**src/rtl/refill_pkg.sv**
```systemverilog
`default_nettype none
// ============================================================================
//  Module   : refill_pkg
//  Brief    : Shared types, sizes and line-match helper for the refill arbiter
//  Revision : 1.0  initial release
// ============================================================================
package refill_pkg;

   typedef enum logic {
      IDLE = 1'b0,
      WAIT = 1'b1
   } refill_state_t;

   localparam int LineSize       = 128;
   localparam int ByteOffsetBits = 4;

   // Two addresses refer to the same refill line when their upper bits agree.
   function automatic logic line_match(input logic [31:0] a, input logic [31:0] b);
      return a[31:ByteOffsetBits] == b[31:ByteOffsetBits];
   endfunction

endpackage
`default_nettype wire

```
**src/rtl/rr_arb2.sv**
```systemverilog
`default_nettype none
// ============================================================================
//  Module   : rr_arb2
//  Brief    : Combinational two-way round-robin pick
//  Revision : 1.0  initial release
// ============================================================================
module rr_arb2 (
   input  logic [1:0] req_i,
   input  logic       last_grant_i,
   output logic       grant_o,
   output logic       valid_o
);

   // A lone requester always wins; on a tie the port not served last wins.
   always_comb begin
      valid_o = |req_i;
      grant_o = 1'b0;
      if (&req_i) begin
         grant_o = ~last_grant_i;
      end else begin
         grant_o = req_i[1];
      end
   end

endmodule
`default_nettype wire

```
**src/rtl/refill_arbiter.sv**
```systemverilog
`default_nettype none
// ============================================================================
//  Module   : refill_arbiter
//  Brief    : Shares one line-refill memory read port between two caches,
//             one outstanding transaction at a time, round-robin granted.
//  Revision : 1.0  initial release
// ============================================================================
module refill_arbiter #(
   parameter int LineSize       = 128,
   parameter int ByteOffsetBits = 4
) (
   input  logic                clk_i,
   input  logic                rstn_i,
   input  logic [31:0]         m0_addr_i,
   input  logic                m0_read_en_i,
   output logic                m0_read_valid_o,
   output logic [LineSize-1:0] m0_read_data_o,
   input  logic [31:0]         m1_addr_i,
   input  logic                m1_read_en_i,
   output logic                m1_read_valid_o,
   output logic [LineSize-1:0] m1_read_data_o,
   output logic [31:0]         mem_addr_o,
   output logic                mem_read_en_o,
   input  logic                mem_read_valid_i,
   input  logic [LineSize-1:0] mem_read_data_i
);

   import refill_pkg::*;

   refill_state_t state_q, state_d;
   logic          grant_q, grant_d;
   logic          last_grant_q, last_grant_d;
   logic [31:0]   addr_q, addr_d;

   logic          arb_grant;
   logic          arb_valid;
   logic [31:0]   win_addr;
   logic          owner_ok;
   logic          resp_take;

   rr_arb2 u_rr_arb2 (
      .req_i        ({m1_read_en_i, m0_read_en_i}),
      .last_grant_i (last_grant_q),
      .grant_o      (arb_grant),
      .valid_o      (arb_valid)
   );

   assign win_addr = arb_grant ? m1_addr_i : m0_addr_i;

   // State and transaction latches; last_grant resets to 1 so port 0 wins the first tie.
   always_ff @(posedge clk_i or negedge rstn_i) begin
      if (!rstn_i) begin
         state_q      <= IDLE;
         grant_q      <= 1'b0;
         last_grant_q <= 1'b1;
         addr_q       <= 32'h0;
      end else begin
         state_q      <= state_d;
         grant_q      <= grant_d;
         last_grant_q <= last_grant_d;
         addr_q       <= addr_d;
      end
   end

   // Next-state: grant from IDLE, return to IDLE on any response (taken or dropped).
   always_comb begin
      state_d      = state_q;
      grant_d      = grant_q;
      last_grant_d = last_grant_q;
      addr_d       = addr_q;
      case (state_q)
         IDLE: begin
            if (arb_valid) begin
               state_d      = WAIT;
               grant_d      = arb_grant;
               last_grant_d = arb_grant;
               addr_d       = {win_addr[31:ByteOffsetBits], {ByteOffsetBits{1'b0}}};
            end
         end
         WAIT: begin
            if (mem_read_valid_i) begin
               state_d = IDLE;
            end
         end
         default: state_d = IDLE;
      endcase
   end

   // The owner must still want this exact line, otherwise the response is discarded.
   always_comb begin
      owner_ok = 1'b0;
      if (grant_q) begin
         owner_ok = m1_read_en_i && line_match(m1_addr_i, addr_q);
      end else begin
         owner_ok = m0_read_en_i && line_match(m0_addr_i, addr_q);
      end
   end

   assign resp_take       = (state_q == WAIT) && mem_read_valid_i && owner_ok;
   assign m0_read_valid_o = resp_take && !grant_q;
   assign m1_read_valid_o = resp_take &&  grant_q;

   assign m0_read_data_o  = mem_read_data_i;
   assign m1_read_data_o  = mem_read_data_i;

   assign mem_read_en_o   = (state_q == WAIT);
   assign mem_addr_o      = addr_q;

endmodule
`default_nettype wire

```
**config.mk**
```make
export PLATFORM = sky130hd
export DESIGN_NAME = refill_arbiter
export DESIGN_NICKNAME = d
export VERILOG_FILES = /design/src/rtl/refill_pkg.sv /design/src/rtl/rr_arb2.sv /design/src/rtl/refill_arbiter.sv
export SDC_FILE = /design/constraint.sdc
export NUM_CORES = 1
export LEC_CHECK = 0
export ABC_AREA = 1
export CAP_MARGIN = 20
export CORE_AREA = 2 2 191 193
export CTS_CLUSTER_SIZE = 10
export DETAILED_ROUTE_END_ITERATION = 8
export DIE_AREA = 0 0 193 195
export DONT_BUFFER_PORTS = 1
export GPL_TIMING_DRIVEN = 0
export PLACE_DENSITY = 0.3
export SLEW_MARGIN = 10
export SYNTH_ARGS = -nofsm -noshare
export SYNTH_HDL_FRONTEND = slang
export SYNTH_SLANG_ARGS = --single-unit
```
**constraint.sdc**
```tcl
create_clock -name clk_i -period 2.63 [get_ports clk_i]
set_input_delay 0.789 -clock clk_i [delete_from_list [all_inputs] [get_ports clk_i]]
set_output_delay 0.789 -clock clk_i [all_outputs]
set_load 0.02 [all_outputs]
```
==> results of run 1 <==
[cells by family (layout without fill, tap and decap cells)]
logic type | count (synthesis) | count (layout)
compound gates | 70 | 70
xor+xnor | 3 | 3
buf+inv | 352 | 360
flops | 31 | 31
other cells | 1 | 4
simple gates | 224 | 224
[critical path: cells and delay by family (launching register included)]
family	cells	cell delay (ns)
flops	1	0.50
simple gates	7	0.79
buf+inv	1	0.13
[layout by cell type, fill, tap and decap left out, types with 4 or more instances in the layout]
master	count
buf_2	4
o21ai_0	28
o22ai_1	26
conb_1	4
clkbuf_16	5
buf_4	261
o21ai_1	10
nand2_1	156
dfrtp_1	12
nor2_1	59
dfrtp_2	18
inv_1	78
[worst max-delay path by stage]
stage                           end  slack [ns]  cells after the start
finish              m1_read_valid_o        0.14                      8
global route        m1_read_valid_o       0.008                      8
CTS                 m0_read_valid_o     0.00004                      8
detailed placement  m1_read_valid_o        0.02                      8
global placement    m1_read_valid_o        0.02                      8
floorplan           m0_read_valid_o        0.34                      8
[stage by stage]
stage / instance area, um2 / utilization, % / hold slack [ns]
floorplan: 4439 / - / 0.4681
global placement: 5016 / 14.17 / 0.4896
detailed placement: 5016 / 14.17 / 0.4879
CTS: 5189 / 14.66 / 0.1857
global route: 5213 / 14.73 / 0.1846
finish: 5213 / 14.73 / 0.1943
[metal layers]
metal  up-vias  GRT usage, %
met3         9         4.619
li1       1827             -
met4         0         1.824
met1      1710         10.61
met5         -             0
met2       244         17.60
[final cells by class]
| type | count | area, um2 |
|---|---|---|
| flip-flops and latches | 31 | 799.5 |
| inverters | 81 | 304.0 |
| fillers | 4132 | 30180 |
| clock buffers | 8 | 156.4 |
| well taps | 461 | 576.8 |
| plain buffers | 271 | 2046 |
| multi-input cells | 301 | 1330 |
[repair_timing]
item                       4_1_cts  5_1_grt
pin swaps                        0        2
resized for setup               11       12
setup endpoints to repair        2        2
hold buffers                     0        0
[power by group]
group	internal (uW)	leakage [uW]	switching, uW	total (uW)
Combinational	492	0.00234	765	1260
Clock	404	0.0000772	241	644
Sequential	607	0.000354	329	937
Total	1500	0.00278	1340	2840
[sequential cells by signal (all words and copies together), names as in the netlist]
signal         count
last_grant_q       1
mem_addr_o        28
grant_q            1
mem_read_en_o      1
==> results.yml, run 1 <==
timing:
  finalSetupViolCount: 0
  finalSetupTns_ns: 0
  finalClockSkew_ns: 0.002409
  slew_violations: 0
  hold_violations: 0
  post-route-period-util_pct: 94.65
  period_needed_ns: 2.489
  worst_slack_ns: 0.1408
  fmax_mhz: 401.7
  rsz0062_at_grt: "no"
route:
  topRoutingLayerUsed: "met4"
  wl_met3_um: 2603
  drc_errors: 0
  antenna_left: 0
  met1_length_um: 7053
  postRouteWirelength_um: 20190
  dr_wl_met2_um: 10320
  vias: 3790
  wl_per_cell_um: 17.51
  drtIter0Drc: 165
  dr.pass1.iters: 4
  via_per_inst: 3.287
worst_setup_path:
  r2r_end: "mem_addr_o[30]$_DFFE_PN0P_"
  criticalPathCategory: "register to output port"
  crit_top_cell: "nand2_1"
  worstPathRequired_ns: 1.84
  slowest_delay_ns: 0.50
  arrival_ns: 1.70
  start_kind: "register"
  r2r-start: "mem_read_en_o$_DFF_PN0_"
  end_kind: "output port"
  path_cells: "inv_1 > nand2_1 > nand2_1 > nor2_1 > nand2_1 > nor2_1 > nand2_1 > nor2_4"
  r2r_slack_ns: 1.10
  critPathLaunch: "mem_addr_o[17]$_DFFE_PN0P_"
  cpMaxStageDelayCell: "dfrtp_1"
  crit_path_max_fanout: 4
  r2r_cells: 4
synth:
  synth_top_family_by_area: "buffers and inverters"
  ys_ff_latch: 31
  synth_top_area_share_pct: 44.25
  synthFlopType: "dfrtp_1"
  async_reset_ff_share_pct: 100.0
  netlist_instances: 681
  synth_edf_count: 0
  postSynthAreaPerCell_um2: 6.502
  ys_warn_count: 0
  synth_fa_ha_area_share_pct: 0
  synth_cell_types: 26
  synth_common_cells: "261 x buf_4, 156 x nand2_1, 78 x inv_1"
  synthSimpleGateAreaFrac_pct: 19.27
  synth.area.mux_share_pct: 0
  synth_most_common_cell: "buf_4"
  synth_area_leaders: "buf_4 44%, dfrtp_1 17%, nand2_1 13%"
  synth.largest_area_cell: "buf_4"
  synth_area_mm2: 0.004428
  synth_compound_area_share_pct: 9.438
  synth-xor-area-share_pct: 0.5934
  ys_seq_area_share_pct: 17.55
grt:
  grt_pass1_wl_um: 25740
  grt_antenna_before_repair: 0
  grt_max_degree: 32
  grt_usage_pct: 9.860
  grt_overflow_total: 0
  grt_pass1_vias: 3461
place:
  place_ws_ns: 0.01653
  io_buffers: 0
  hpwlAfterDp_um: 17660
  gp_congestion: 0.7422
  place_inst: 1145
status:
  outcome: "complete, no violations"
layout:
  drive_above_1_share_pct: 44.65
  stdcell_count: 1153
  finalNetCount: 888
  antenna_cells: 0
  areaGrowthSynthToFinish_pct: 17.72
power_and_ir_drop:
  power_leakage_uw: 0.002776
  vdd_drop_max_uv: 209.3
  power_uw: 2839
  power.density_mw_per_mm2: 544.6
floorplanning:
  die_w_um: 193
  core_mm2: 0.03540
  start_util_pct: 12.51
  std_cell_rows: 69
  ios: 488
  dieArea_mm2: 0.03764
  die_h_um: 195
clocking:
  clockRootBuffer: "clkbuf_16"
  htreeDepth: 2
  cts_setup_buffers: 0
  cts_inserted_buffers: 5
  cts_tree: "built"
  cts.sinks: 31
  clk_latency_ns: 0.29
  clk_path_buf_depth: 2
  clk_pin_slew_ns: 0.06
job:
  cap_violations: 0
worst_hold_path:
  hp-class: "primary input to asynchronous set/reset pin"
(Power assumes the default switching activity.)
==> run 2: changes to the inputs <==
Settings changed: RECOVER_POWER from default to 50, SLEW_MARGIN 10 to 20.
==> run 2 against run 1 <==
Flip-flop and latch count did not move. Final cell count did not move. Combinational power decreased by 5%. Sequential share of layout area is 1.0 points higher. Register-to-register slack lost 0.72 ns. Global-route usage did not move. Worst hold slack worse by 0.00052 ns. Wire length about the same. Clock-buffer cell count is the same. First-iteration DRC count fell by 3.6%. Largest power group unchanged.
==> results.yml, run 2 (synthesis results as in run 1) <==
timing:
  worst_slack_ns: 0.1428
  relSlewSlack_pct: 51.91
  hold_violations: 0
  slew_violations: 0
  fmax_mhz: 402.1
  post-route-period-util_pct: 94.57
  finalClockSkew_ns: 0.002466
  tightest_slew_ns: 0.7213
  holdWs_ns: 0.1938
  period_needed_ns: 2.487
  finalSetupTns_ns: 0
  finalSetupViolCount: 0
  rsz0062_at_grt: "no"
floorplanning:
  std_cell_rows: 69
  ios: 488
  start_util_pct: 12.51
  die_h_um: 195
  core_mm2: 0.03540
  dieArea_mm2: 0.03764
  die_w_um: 193
worst_setup_path:
  criticalPathCategory: "register to output port"
  end_kind: "output port"
  arrival_ns: 1.70
  worstPathRequired_ns: 1.84
  start_kind: "register"
  crit_path_max_fanout: 4
  r2r_cells: 4
layout:
  drive_above_1_share_pct: 31.94
  mostFrequentLayoutCells: "177 x buf_4, 156 x nand2_1, 88 x clkbuf_1, 78 x inv_1, 59 x nor2_1"
  fillers: 4208
  fin_util_pct: 13.79
  areaGrowthSynthToFinish_pct: 10.26
  final_common_cell: "buf_4"
  finalNetCount: 888
  stdcell_count: 1153
  largest_reg_flops: 28
  antenna_cells: 0
clocking:
  cts_inserted_buffers: 5
  clk_path_buf_depth: 2
  cts_tree: "built"
  cts.sinks: 31
  clk_latency_ns: 0.29
  clk_pin_slew_ns: 0.06
  clockRootBuffer: "clkbuf_16"
  cts_hold_buf: 0
  htreeDepth: 2
  cts_setup_buffers: 0
place:
  io_buffers: 0
  place_inst: 1145
  hpwlAfterDp_um: 17660
  place_ws_ns: 0.01653
  gp_congestion: 0.7422
route:
  antenna_left: 0
  vias: 3779
  wl_per_cell_um: 17.50
  dr.pass1.iters: 4
  drtIter0Drc: 159
  postRouteWirelength_um: 20180
  via_per_inst: 3.278
  drc_errors: 0
grt:
  grt_pass1_wl_um: 25740
  grt_antenna_before_repair: 0
  grt_max_degree: 32
  grt_overflow_total: 0
  grt_pass1_vias: 3461
  grt_usage_pct: 9.860
power_and_ir_drop:
  vdd_drop_max_uv: 208.9
  power_leakage_uw: 0.002459
  power.density_mw_per_mm2: 568.9
worst_hold_path:
  hp-class: "primary input to asynchronous set/reset pin"
job:
  cap_violations: 0
status:
  outcome: "complete, no violations"
## run 2: final timing paths
kind / end / slack, ns / start
worst max register to register: mem_addr_o[26]$_DFFE_PN0P_ / 0.38 / mem_read_en_o$_DFF_PN0_
worst max-delay path: m1_read_valid_o / 0.14 / mem_addr_o[31]$_DFFE_PN0P_
worst min-delay path: mem_addr_o[12]$_DFFE_PN0P_ / 0.19 / rstn_i
worst min register to register: last_grant_q$_DFFE_PN1P_ / 0.51 / last_grant_q$_DFFE_PN1P_
min in group clk_i: last_grant_q$_DFFE_PN1P_ / 0.51 / last_grant_q$_DFFE_PN1P_
max in group asynchronous: last_grant_q$_DFFE_PN1P_ / 2.25 / rstn_i
## run 2: metrics by stage
step | power, uW | area (um2)
2_1_floorplan | 1893 | 4439
3_3_place_gp | 2230 | 5016
3_5_place_dp | 2217 | 5016
4_1_cts | 2884 | 5189
5_1_grt | 2975 | 4882
6_report | 2778 | 4882
## run 2: metal layers
layer | up-vias | wire [um] | track usage, %
met3 | 10 | 2724 | 4.619
li1 | 1821 | - | -
met2 | 247 | 10310 | 17.60
met5 | - | 0 | 0
met1 | 1701 | 6945 | 10.61
met4 | 0 | 198 | 1.824
## run 2: power by group
group | switching [uW] | internal (uW)
combinational | 762 | 433
clock | 241 | 404
sequential | 329 | 607
total | 1330 | 1440
## run 2: worst max-delay path, stage by stage (launching register included)
cell     delay [ns]
dfrtp_2        0.48
inv_1          0.10
nand2_1        0.09
o21ai_0        0.12
nor2_1         0.11
nand2_1        0.06
nor2_1         0.10
nand2_1        0.12
nor2_4         0.22
## run 2: layout make-up
class | count | area (um2) | share of cell area, %
Inverter | 81 | 304.0 | 6.228
Tap cell | 461 | 576.8 | 11.81
Sequential cell | 31 | 799.5 | 16.38
Multi-Input combinational cell | 301 | 1319 | 27.01
Buffer | 271 | 1727 | 35.37
Clock buffer | 8 | 156.4 | 3.203
## run 2: what timing repair did
action | CTS | global route
pin swaps | 0 | 2
gates resized for setup | 11 | 12
setup endpoints to repair | 2 | 2
